<file path="config.mk">
export PLATFORM = sky130hd
export DESIGN_NAME = dino_motion_ctrl
export DESIGN_NICKNAME = d
export VERILOG_FILES = /design/src/rtl/dino_motion_ctrl.sv
export SDC_FILE = /design/constraint.sdc
export NUM_CORES = 1
export LEC_CHECK = 0
export ABC_AREA = 1
export ABC_CLOCK_PERIOD_IN_PS = 2800
export CAP_MARGIN = 20
export CORE_MARGIN = 2
export CORE_UTILIZATION = 25
export CTS_CLUSTER_SIZE = 14
export DETAILED_ROUTE_END_ITERATION = 16
export PLACE_DENSITY_LB_ADDON = 0.1
export REMOVE_ABC_BUFFERS = 1
export SYNTH_ARGS = -nofsm -noshare
export SYNTH_HDL_FRONTEND = slang
export SYNTH_SLANG_ARGS = --single-unit
export TNS_END_PERCENT = 1
</file>
<file path="constraint.sdc">
create_clock -name clk -period 2.8 [get_ports clk]
set_clock_uncertainty 0.2 [all_clocks]
set_input_delay 0.56 -clock clk [delete_from_list [all_inputs] [get_ports clk]]
set_output_delay 0.56 -clock clk [all_outputs]
set_load 0.01 [all_outputs]
</file>
<file path="src/rtl/dino_motion_ctrl.sv">
// dino_motion_ctrl
// Per-frame motion controller for the player dinosaur. It steps once per video
// frame, on the falling edge of the VGA vertical sync, and produces the sprite
// y-position and pose from the jump/duck buttons and the kill/restart controls.
//
// Optional feature: define DINO_FASTFALL_EN for fast-fall. Holding duck while
// airborne triples gravity, and landing with duck held goes straight to DUCK.
//
// Ports
//   clk       in  system clock (same clock as the VGA counters)
//   reset     in  asynchronous, active-high
//   vga_vs_n  in  VGA vertical sync, active-low, same clock domain
//   jump_btn  in  jump request, synchronised level
//   duck_btn  in  duck request, synchronised level
//   kill      in  collision detected, level
//   restart   in  one-cycle pulse that leaves DEAD
//   dino_y    out sprite top-left y
//   pose      out 0 RUN, 1 JUMP, 2 DUCK, 3 DEAD
//   airborne  out high while pose == JUMP
//   upd       out one-cycle strobe the cycle after each frame update
module dino_motion_ctrl #(
  parameter logic [7:0] GROUND_Y = 8'd200,
  parameter logic [7:0] MIN_Y    = 8'd16,
  parameter int         JUMP_V0  = 12,
  parameter int         GRAVITY  = 1
) (
  input  logic       clk,
  input  logic       reset,
  input  logic       vga_vs_n,
  input  logic       jump_btn,
  input  logic       duck_btn,
  input  logic       kill,
  input  logic       restart,
  output logic [7:0] dino_y,
  output logic [1:0] pose,
  output logic       airborne,
  output logic       upd
);

  // State codes double as the pose output.
  typedef enum logic [1:0] {
    S_RUN  = 2'd0,
    S_JUMP = 2'd1,
    S_DUCK = 2'd2,
    S_DEAD = 2'd3
  } state_t;

  localparam logic signed [6:0] P_V0    = 7'(JUMP_V0);
  localparam logic signed [6:0] P_G     = 7'(GRAVITY);
  localparam logic signed [9:0] P_GND10 = {2'b00, GROUND_Y};
  localparam logic signed [9:0] P_MIN10 = {2'b00, MIN_Y};

  state_t             r_state, w_state_n;
  logic [7:0]         r_y, w_y_n;
  logic signed [6:0]  r_vel, w_vel_n;
  logic               r_pend, w_pend_n;
  logic               r_vs_q, r_jump_q, r_upd, r_air;

  logic               w_tick, w_jedge, w_jreq;
  logic signed [9:0]  w_y_nxt;
  logic signed [6:0]  w_g;
  state_t             w_land_st;

  assign w_tick  = r_vs_q & ~vga_vs_n;
  assign w_jedge = jump_btn & ~r_jump_q;
  // An edge arriving on the tick cycle counts for that tick.
  assign w_jreq  = r_pend | w_jedge;
  // Positive velocity is upward, so the next y subtracts it.
  assign w_y_nxt = $signed({2'b00, r_y}) - $signed({{3{r_vel[6]}}, r_vel});

`ifdef DINO_FASTFALL_EN
  localparam logic signed [6:0] P_G3 = 7'(3 * GRAVITY);
  assign w_g       = duck_btn ? P_G3 : P_G;
  assign w_land_st = duck_btn ? S_DUCK : S_RUN;
`else
  assign w_g       = P_G;
  assign w_land_st = S_RUN;
`endif

  always_ff @(posedge clk or posedge reset) begin
    if (reset) begin
      r_state  <= S_RUN;
      r_y      <= GROUND_Y;
      r_vel    <= '0;
      r_pend   <= 1'b0;
      r_vs_q   <= 1'b1;
      r_jump_q <= 1'b0;
      r_upd    <= 1'b0;
      r_air    <= 1'b0;
    end else begin
      r_state  <= w_state_n;
      r_y      <= w_y_n;
      r_vel    <= w_vel_n;
      r_pend   <= w_pend_n;
      r_vs_q   <= vga_vs_n;
      r_jump_q <= jump_btn;
      r_upd    <= w_tick;
      r_air    <= (w_state_n == S_JUMP);
    end
  end

  always_comb begin
    w_state_n = r_state;
    w_y_n     = r_y;
    w_vel_n   = r_vel;
    w_pend_n  = r_pend | w_jedge;
    if (kill) begin
      // Kill beats both tick and restart; y and vel freeze where they are.
      w_state_n = S_DEAD;
      w_pend_n  = 1'b0;
    end else begin
      case (r_state)
        S_DEAD: begin
          if (restart) begin
            w_state_n = S_RUN;
            w_y_n     = GROUND_Y;
            w_vel_n   = '0;
            w_pend_n  = 1'b0;
          end
        end
        S_RUN, S_DUCK: begin
          if (w_tick) begin
            if (w_jreq) begin
              w_state_n = S_JUMP;
              w_vel_n   = P_V0 - P_G;
              w_y_n     = GROUND_Y - 8'(JUMP_V0);
              w_pend_n  = 1'b0;
            end else begin
              w_state_n = duck_btn ? S_DUCK : S_RUN;
              w_y_n     = GROUND_Y;
            end
          end
        end
        S_JUMP: begin
          if (w_tick) begin
            if ((r_vel <= 7'sd0) && (w_y_nxt >= P_GND10)) begin
              w_state_n = w_land_st;
              w_y_n     = GROUND_Y;
              w_vel_n   = '0;
            end else if (w_y_nxt < P_MIN10) begin
              // Ceiling hit kills all upward speed.
              w_y_n   = MIN_Y;
              w_vel_n = '0;
            end else begin
              w_y_n   = w_y_nxt[7:0];
              w_vel_n = r_vel - w_g;
            end
          end
        end
      endcase
    end
  end

  assign dino_y   = r_y;
  assign pose     = r_state;
  assign airborne = r_air;
  assign upd      = r_upd;

endmodule
</file>
==> results of run 1 <==
sequential cells by signal, indices dropped and copies added (netlist names):
name / flops
dino_y: 8
r_vel: 7
pose: 2
airborne: 1
r_jump_q: 1
r_pend: 1
r_vs_q: 1
upd: 1
timing repair:
action	in CTS	in global routing
buffers inserted	0	2
gates resized for setup	0	12
hold endpoints to repair	0	0
endpoints found under the setup margin	0	17
report_power, final:
group	internal (mW)	leakage, nW	switching (mW)
sequential	0.438	0.267	0.0989
combinational	0.799	0.767	1.25
clock	0.0961	0.0216	0.104
worst register-to-register path, stage by stage (launching register included):
cell and delay (ps):
dfrtp_1 400, inv_1 70, ha_1 140, inv_1 80, fa_2 380, nand3_1 80, nand3_1 130, nand2_1 120
nand2_1 60, nand2_1 60, nand2_1 70, inv_1 60, nand4_1 120, nand2_2 160, inv_2 90, nand4_1 100
o21ai_0 90
synthesized netlist by cell type, drive strengths merged:
| cell | instances |
|---|---|
| inv | 46 |
| dfstp | 4 |
| o21a | 1 |
| o22ai | 1 |
| nand2 | 61 |
| dfrtp | 18 |
| a31oi | 1 |
| xor2 | 5 |
| a21boi | 1 |
| nand3b | 2 |
| xnor2 | 2 |
| o21ai | 5 |
| a21oi | 12 |
| or2 | 4 |
| a2111oi | 1 |
| nor2 | 28 |
| ha | 11 |
| nand4 | 8 |
| fa | 1 |
| nor3 | 2 |
| buf | 1 |
| nand3 | 24 |
worst max path at each step:
stage	from	endpoint	slack [ps]
global route	r_vel[3]	r_vel[4]	-3
detailed placement	dino_y[0]	r_vel[4]	100
global placement	dino_y[0]	r_vel[4]	100
finish	dino_y[0]	r_vel[2]	280
CTS	dino_y[0]	r_vel[4]	70
floorplan	dino_y[0]	dino_y[0]	400
cell usage in the layout (no fill, tap or decap), types with 3 or more instances in the layout:
| cell type | instances |
|---|---|
| nand2_1 | 52 |
| inv_1 | 43 |
| nor2_1 | 24 |
| nand3_1 | 22 |
| dfrtp_1 | 18 |
| clkdlybuf4s50_1 | 18 |
| a21oi_1 | 10 |
| nand2_2 | 8 |
| nand4_1 | 8 |
| buf_4 | 8 |
| ha_1 | 7 |
| nor2_2 | 4 |
| or2_2 | 4 |
| xor2_1 | 4 |
| ha_2 | 4 |
| dfstp_2 | 4 |
| inv_2 | 3 |
| o21ai_0 | 3 |
| clkbuf_8 | 3 |
through the flow:
stage	cell area [um2]	setup slack (ps)	util	total power, mW	instances
floorplan	1670	398	-	1.92	238
global placement	1990	102	0.310	2.50	339
detailed placement	1990	95.4	0.310	2.46	339
CTS	2030	67.5	0.316	2.67	342
global route	2090	-3.48	0.325	3.11	344
finish	2090	278	0.325	2.79	344
cell families (layout without fill, tap and decap cells):
group | after synthesis | after routing | share of synthesized area
AO/OA/AOI/OAI | 22 | 22 | 0.0745
XOR/XNOR | 7 | 7 | 0.0365
adder cells (fa/ha/maj) | 12 | 12 | 0.0938
buffers and inverters | 47 | 75 | 0.109
flip-flops | 22 | 22 | 0.331
AND/OR/NAND/NOR | 129 | 129 | 0.355
metal layers:
metal / wire, um / part of all wire / vias to the layer above
li1: - / - / 806
met5: 0 / 0 / -
met2: 2070 / 0.47 / 24
met1: 2210 / 0.50 / 701
met3: 94 / 0.021 / 2
met4: 29 / 0.0066 / 0
area by class of cell:
| type | count | area, um2 |
|---|---|---|
| fill | 715 | 4340 |
| multi-input combinational | 170 | 981 |
| sequential | 22 | 556 |
| timing repair buffer | 26 | 240 |
| inverter | 46 | 173 |
| tap | 77 | 96.3 |
| clock buffer | 3 | 41.3 |
==> impl_metrics.py, run 1 <==
metrics = {
    "die": {
        "start_util": 0.262,
        "coreArea_um2": 6420,
        "pin_count": 19,
        "core.rowCount": 29,
        "chipHeight_um": 86.0,
        "die_area_um2": 7390,
        "die_w_um": 86.0,
    },
    "timing": {
        "fin_crit_sh": 0.901,
        "holdWs_ps": 287,
        "min_period_ps": 2520,
        "hold_viol": 0,
        "drv_slew": 0,
        "slew_headroom": 0.783,
        "tightest_slew_ps": 317,
        "setup_viol": 0,
        "fin_setup_tns_ps": 0,
        "fmax_mhz": 396,
    },
    "yosys": {
        "synth_top_area_frac": 0.268,
        "synth_cells": 239,
        "syn-mean-instance-area_um2": 7.03,
        "ys_seq_area_frac": 0.331,
        "synth_cell_types": 29,
        "netlist_area_um2": 1680,
        "synth_warnings": 0,
        "ys_seq_elements": 22,
        "synth.area.top_cells": "dfrtp_1, nand2_1, inv_1",
        "yosys.area.top_type": "dfrtp_1",
    },
    "grt": {
        "antenna_found_initial": 0,
        "track_usage": 0.130,
        "met1_usage": 0.189,
        "grt_max_degree": 23,
        "gr-max-usage-layer": "met2",
        "grt_pass1_vias": 1569,
        "grt_remaining_overflow": 0,
        "grt.met2_usage": 0.205,
        "grt_pass1_wl_mm": 7.60,
        "grt_use_met3": 0.0144,
    },
    "power_and_ir_drop": {
        "cellPowerDensity_nw_per_um2": 1330,
        "leakagePower_nw": 1.06,
        "vdd_drop_max_v": 0.000353,
    },
    "clock_network": {
        "numClockSinks": 22,
        "clock_latency_ps": 260,
        "cts_tree": "yes",
        "cts_inserted_buffers": 3,
        "cts_hold_buf": 0,
        "clockRootBuffer": "clkbuf_8",
        "clockBufferDepth": 2,
        "clkTransAtPathRegs_ps": 80,
        "cts_max_level": 1,
    },
    "run": {
        "maxCapViolations": 0,
    },
    "worst_hold_path": {
        "holdPathStages": 2,
        "min_path_type": "flip-flop to flip-flop",
        "hold_end": "dino_y[3]",
        "hold_start": "dino_y[3]",
    },
    "final_layout": {
        "n_antenna_cell": 0,
        "syn_to_final_growth_pct": 24.2,
        "drive_gt1_frac": 0.172,
        "nets": 288,
    },
    "routing": {
        "drt_iter0_drc": 62,
        "dr_total_vias": 1533,
        "wl_per_cell_um": 12.8,
        "wirelength_mm": 4.41,
        "ant_nets": 0,
        "dr.pass1.iters": 4,
        "viasPerCell": 4.46,
        "drcViolationCount": 0,
    },
    "worst_setup_path": {
        "cpLargestDelayFamily": "simple AND/OR/NAND/NOR gates",
        "start_kind": "flip-flop",
        "critPathBufInv": 4,
        "cp_common_cell": "nand2_1",
        "crit_cells": 16,
        "path_cells": "inv_1 -> ha_1 -> inv_1 -> fa_2 -> nand3_1 -> nand3_1 -> nand2_1 -> nand2_1 -> nand2_1 -> nand2_1 -> inv_1 -> nand4_1 -> nand2_2 -> inv_2 -> nand4_1 -> o21ai_0",
        "worst-setup-path-type": "flip-flop to flip-flop",
        "r2r_setup_slack_ps": 280,
        "cp_slowest_cell": "dfrtp_1",
        "cpPeakStageDelay_ps": 400,
        "r2r_cells": 16,
        "arrival_ps": 2470,
        "worstPathMaxFanout": 6,
        "worstSetupEndpointType": "flip-flop",
        "critPathRequiredTime_ps": 2740,
        "r2r-start": "dino_y[0]",
        "timing.rr.end": "r_vel[2]",
    },
    "outcome": {
        "status": "completed",
    },
    "placed_design": {
        "globalplace.congestion": 0.776,
        "post-dp-hpwl_mm": 3.57,
        "numPortBuffers": 18,
    },
}
No activity file was read; power rests on OpenSTA's default activity.
==> run 2, diff against run 1 <==
CORE_UTILIZATION = 50   (was 25)
PLACE_DENSITY = 0.72   (was unset)
PLACE_DENSITY_LB_ADDON = unset   (was 0.1)
==> impl_metrics.py, run 2 (synthesis results as in run 1) <==
metrics = {
    "outcome": {
        "status": "completed",
    },
    "grt": {
        "grt_remaining_overflow": 0,
        "grt_pass1_vias": 1420,
        "track_usage": 0.217,
        "antenna_found_initial": 0,
        "grt_pass1_wl_mm": 6.02,
        "grt_max_degree": 23,
    },
    "placed_design": {
        "post-dp-hpwl_mm": 3.01,
        "place_inst": 305,
        "globalplace.congestion": 0.895,
        "pre_cts_ws_ps": 205,
        "numPortBuffers": 18,
    },
    "power_and_ir_drop": {
        "vdd_drop_max_v": 0.000543,
        "power_mw": 2.62,
        "leakagePower_nw": 1.04,
        "cellPowerDensity_nw_per_um2": 1320,
    },
    "clock_network": {
        "clockRootBuffer": "clkbuf_4",
        "numClockSinks": 22,
        "cts_inserted_buffers": 3,
        "clockBufferDepth": 2,
        "cts_max_level": 1,
        "cts_tree": "yes",
        "clock_latency_ps": 310,
        "cts_hold_buf": 0,
        "clkTransAtPathRegs_ps": 110,
        "cts_setup_buffers": 0,
    },
    "timing": {
        "fin_setup_tns_ps": 0,
        "tightest_slew_ps": 490,
        "slew_headroom": 0.672,
        "hold_viol": 0,
        "drv_slew": 0,
        "rsz0062_at_grt": "no",
        "min_period_ps": 2500,
        "fmax_mhz": 399,
        "setup_viol": 0,
        "fin_crit_sh": 0.895,
        "holdWs_ps": 288,
        "fin_ws_ps": 295,
    },
    "final_layout": {
        "final_cell_mix": "nand2_1, inv_1, nor2_1",
        "multi_input_area_um2": 956,
        "nets": 283,
        "largest_reg_flops": 8,
        "syn_to_final_growth_pct": 17.9,
        "seq_area_um2": 556,
        "n_antenna_cell": 0,
        "final_common_cell": "nand2_1",
        "filler_cell_count": 336,
        "drive_gt1_frac": 0.129,
        "finalNonFillerCells": 309,
    },
    "routing": {
        "drt_iter0_drc": 47,
        "dr.pass1.iters": 4,
        "drcViolationCount": 0,
        "dr_wl_met3_um": 55,
        "dr_total_vias": 1544,
        "wl_per_cell_um": 11.9,
        "highest-signal-layer": "met4",
        "wl_met1_mm": 1.74,
        "viasPerCell": 5.00,
        "wirelength_mm": 3.68,
        "ant_nets": 0,
        "met2WireLength_mm": 1.76,
    },
    "worst_setup_path": {
        "start_kind": "flip-flop",
        "arrival_ps": 2510,
        "worstPathMaxFanout": 11,
        "worst-setup-path-type": "flip-flop to flip-flop",
        "critPathRequiredTime_ps": 2810,
        "worstSetupEndpointType": "flip-flop",
    },
    "die": {
        "die_w_um": 62.0,
        "start_util": 0.512,
        "chipHeight_um": 62.0,
        "core.rowCount": 21,
        "coreArea_um2": 3280,
        "pin_count": 19,
        "die_area_um2": 3840,
    },
    "run": {
        "maxCapViolations": 0,
    },
    "worst_hold_path": {
        "min_path_type": "flip-flop to flip-flop",
    },
}
==> run 2: changes by cell type in the layout (fill, tap and decap cells not counted), sizes merged <==
cell and delta:
clkbuf +1, buf -5
==> run 2: layout make-up <==
class / count / share of cell area
flip-flops and latches: 22 / 0.280
well taps: 46 / 0.0291
inverters: 46 / 0.0872
repair buffers: 21 / 0.102
multi-input cells: 170 / 0.483
clock buffers: 4 / 0.0183
==> run 2: metrics by stage <==
step	area, um2	util
2_1_floorplan	1670	-
3_3_place_gp	1930	0.587
3_5_place_dp	1930	0.587
4_1_cts	1970	0.598
5_1_grt	1980	0.603
6_report	1980	0.603
==> run 2: critical path: stages (launching register included) <==
cell	delay, ps
dfrtp_1	420
inv_1	130
ha_2	330
nand2_1	90
nand2_2	60
inv_1	60
nand2_2	60
nand2_1	90
nand2_1	80
nand2_1	60
nand2_1	70
nor2_1	110
nand2_1	60
nand2_1	100
nand3_4	140
nand2_1	140
inv_1	70
nand3_1	70
nand2_1	60
==> run 2: final timing paths <==
check / start / cells after the start / slack, ps / end
setup reg to reg: r_vel[2] / 18 / 300 / r_vel[4]
hold / removal: dino_y[3] / 2 / 290 / dino_y[3]
setup / recovery: r_vel[2] / 18 / 300 / r_vel[4]
min in group asynchronous: reset / 3 / 370 / dino_y[5]
hold reg to reg: dino_y[3] / 2 / 290 / dino_y[3]
max in group asynchronous: reset / 3 / 1760 / dino_y[6]
==> run 2: repair_timing <==
| action | CTS | global route |
|---|---|---|
| hold endpoints to repair | 0 | 0 |
| resized for setup | 0 | 4 |
| setup endpoints to repair | 0 | 14 |
==> run 2: where the power goes <==
part | switching [mW] | internal, mW
Sequential | 0.0949 | 0.437
Clock | 0.0957 | 0.0795
Combinational | 1.17 | 0.738
==> run 2: metal layers <==
metal,track usage,vias up
li1,-,807
met1,0.283,702
met2,0.353,24
met3,0.0145,11
met4,0.125,0
met5,0,-
==> run 3, diff against run 2 <==
CORE_MARGIN = unset   (was 2)
SETUP_SLACK_MARGIN = 0.1   (was unset)
==> impl_metrics.py, run 3 (synthesis results as in run 1) <==
metrics = {
    "timing": {
        "fin_setup_tns_ps": 0,
        "slew_headroom": 0.643,
        "fin_crit_sh": 0.933,
        "setup_viol": 0,
        "fin_ws_ps": 187,
        "rsz0062_at_grt": "yes",
        "drv_slew": 0,
        "min_period_ps": 2610,
        "fmax_mhz": 383,
        "tightest_slew_ps": 534,
        "holdWs_ps": 299,
        "hold_viol": 0,
    },
    "final_layout": {
        "fin_area_um2": 2020,
        "n_antenna_cell": 0,
        "largest_reg_flops": 8,
        "nets": 287,
        "drive_gt1_frac": 0.150,
        "finalNonFillerCells": 311,
        "final_common_cell": "nand2_1",
        "final_cell_mix": "nand2_1, inv_1, nor2_1",
        "syn_to_final_growth_pct": 20.4,
    },
    "worst_hold_path": {
        "hold_start": "dino_y[6]",
        "min_path_type": "flip-flop to flip-flop",
        "hold_end": "dino_y[6]",
        "holdPathStages": 2,
    },
    "worst_setup_path": {
        "r2r_cells": 17,
        "worstPathMaxFanout": 6,
        "arrival_ps": 2630,
        "worst-setup-path-type": "flip-flop to flip-flop",
        "crit_start": "dino_y[0]",
        "worstSetupEndpointType": "flip-flop",
        "critPathRequiredTime_ps": 2810,
        "timing.rr.end": "dino_y[0]",
        "r2r-start": "dino_y[0]",
        "r2r_setup_slack_ps": 190,
        "start_kind": "flip-flop",
    },
    "placed_design": {
        "numPortBuffers": 18,
        "pre_cts_ws_ps": 80.1,
        "dpl_cell_area_um2": 1930,
        "post-dp-hpwl_mm": 3.00,
        "globalplace.congestion": 0.881,
        "place_inst": 303,
    },
    "grt": {
        "grt_max_degree": 23,
        "grt_pass1_vias": 1494,
        "grt_remaining_overflow": 0,
        "track_usage": 0.240,
        "grt_pass1_wl_mm": 6.40,
        "antenna_found_initial": 0,
    },
    "clock_network": {
        "clockRootBuffer": "clkbuf_4",
        "numClockSinks": 22,
        "cts_tree": "yes",
        "cts_hold_buf": 0,
        "clockBufferDepth": 2,
        "clock_latency_ps": 310,
        "cts_inserted_buffers": 3,
        "cts_max_level": 1,
        "clkTransAtPathRegs_ps": 120,
    },
    "die": {
        "die_area_um2": 3600,
        "pin_count": 19,
        "chipHeight_um": 60.0,
        "die_w_um": 60.0,
        "coreArea_um2": 3130,
        "core.rowCount": 20,
        "start_util": 0.537,
    },
    "power_and_ir_drop": {
        "vdd_drop_max_v": 0.000569,
        "cellPowerDensity_nw_per_um2": 1360,
        "leakagePower_nw": 1.06,
    },
    "routing": {
        "dr_total_vias": 1632,
        "wl_per_cell_um": 12.6,
        "drcViolationCount": 0,
        "ant_nets": 0,
        "wirelength_mm": 3.93,
        "viasPerCell": 5.25,
        "dr.pass1.iters": 4,
        "drt_iter0_drc": 104,
    },
    "run": {
        "maxCapViolations": 0,
    },
    "outcome": {
        "status": "completed",
    },
}
==> run 3: changes by cell type in the layout (fill, tap and decap cells not counted), sizes merged <==
cell	delta
buf	+3
nand3	+1
==> run 3: routing by layer <==
layer	vias up	global-route usage	wire length [um]
met1	734	0.314	1700
met5	-	0	0
met4	0	0.106	131
met3	12	0.0238	235
li1	825	-	-
met2	61	0.403	1870
==> run 3: layout make-up <==
cell class	instances	area (um2)
fill	295	1100
multi-input combinational	171	976
sequential	22	556
timing repair buffer	24	225
inverter	46	175
tap	44	55.1
clock buffer	4	36.3
==> run 3: worst max-delay path, cell delays in order, from the launching register on <==
cell	delay (ps)
dfrtp_1	420
inv_1	70
ha_1	170
inv_2	70
fa_2	380
buf_4	150
nand2_1	90
nand4_1	80
nand2_1	100
inv_1	60
nor2_1	90
nand2_1	70
nand2_2	110
nand3_4	110
nand2_1	120
inv_1	90
nand3b_1	80
nand2_1	50
==> run 3: repair_timing <==
| action | 4_1_cts | 5_1_grt |
|---|---|---|
| cloned | 0 | 1 |
| pin swaps | 0 | 5 |
| buffers inserted | 0 | 3 |
| endpoints found under the setup margin | 5 | 17 |
| gates resized for setup | 1 | 8 |
==> run 3: worst max-delay path by stage <==
stage | end | cells past startpoint
2_1_floorplan | dino_y[0] | 16
3_3_place_gp | dino_y[7] | 15
3_5_place_dp | dino_y[0] | 16
4_1_cts | r_vel[1] | 15
5_1_grt | r_vel[4] | 16
6_report | dino_y[0] | 17
==> run 3: through the flow <==
step / util / total power, mW
after global routing: 0.647 / 3.07
after detailed placement: 0.616 / 2.40
after CTS: 0.630 / 2.62
after global placement: 0.616 / 2.38
final: 0.647 / 2.76
after floorplan: - / 1.92
==> run 3: report_power, final <==
part           leakage (nW)  internal, mW  switching, mW  total (mW)
clock                0.0210        0.0794         0.0974       0.177
sequential            0.267         0.437         0.0954       0.533
combinational         0.768         0.787           1.26        2.05
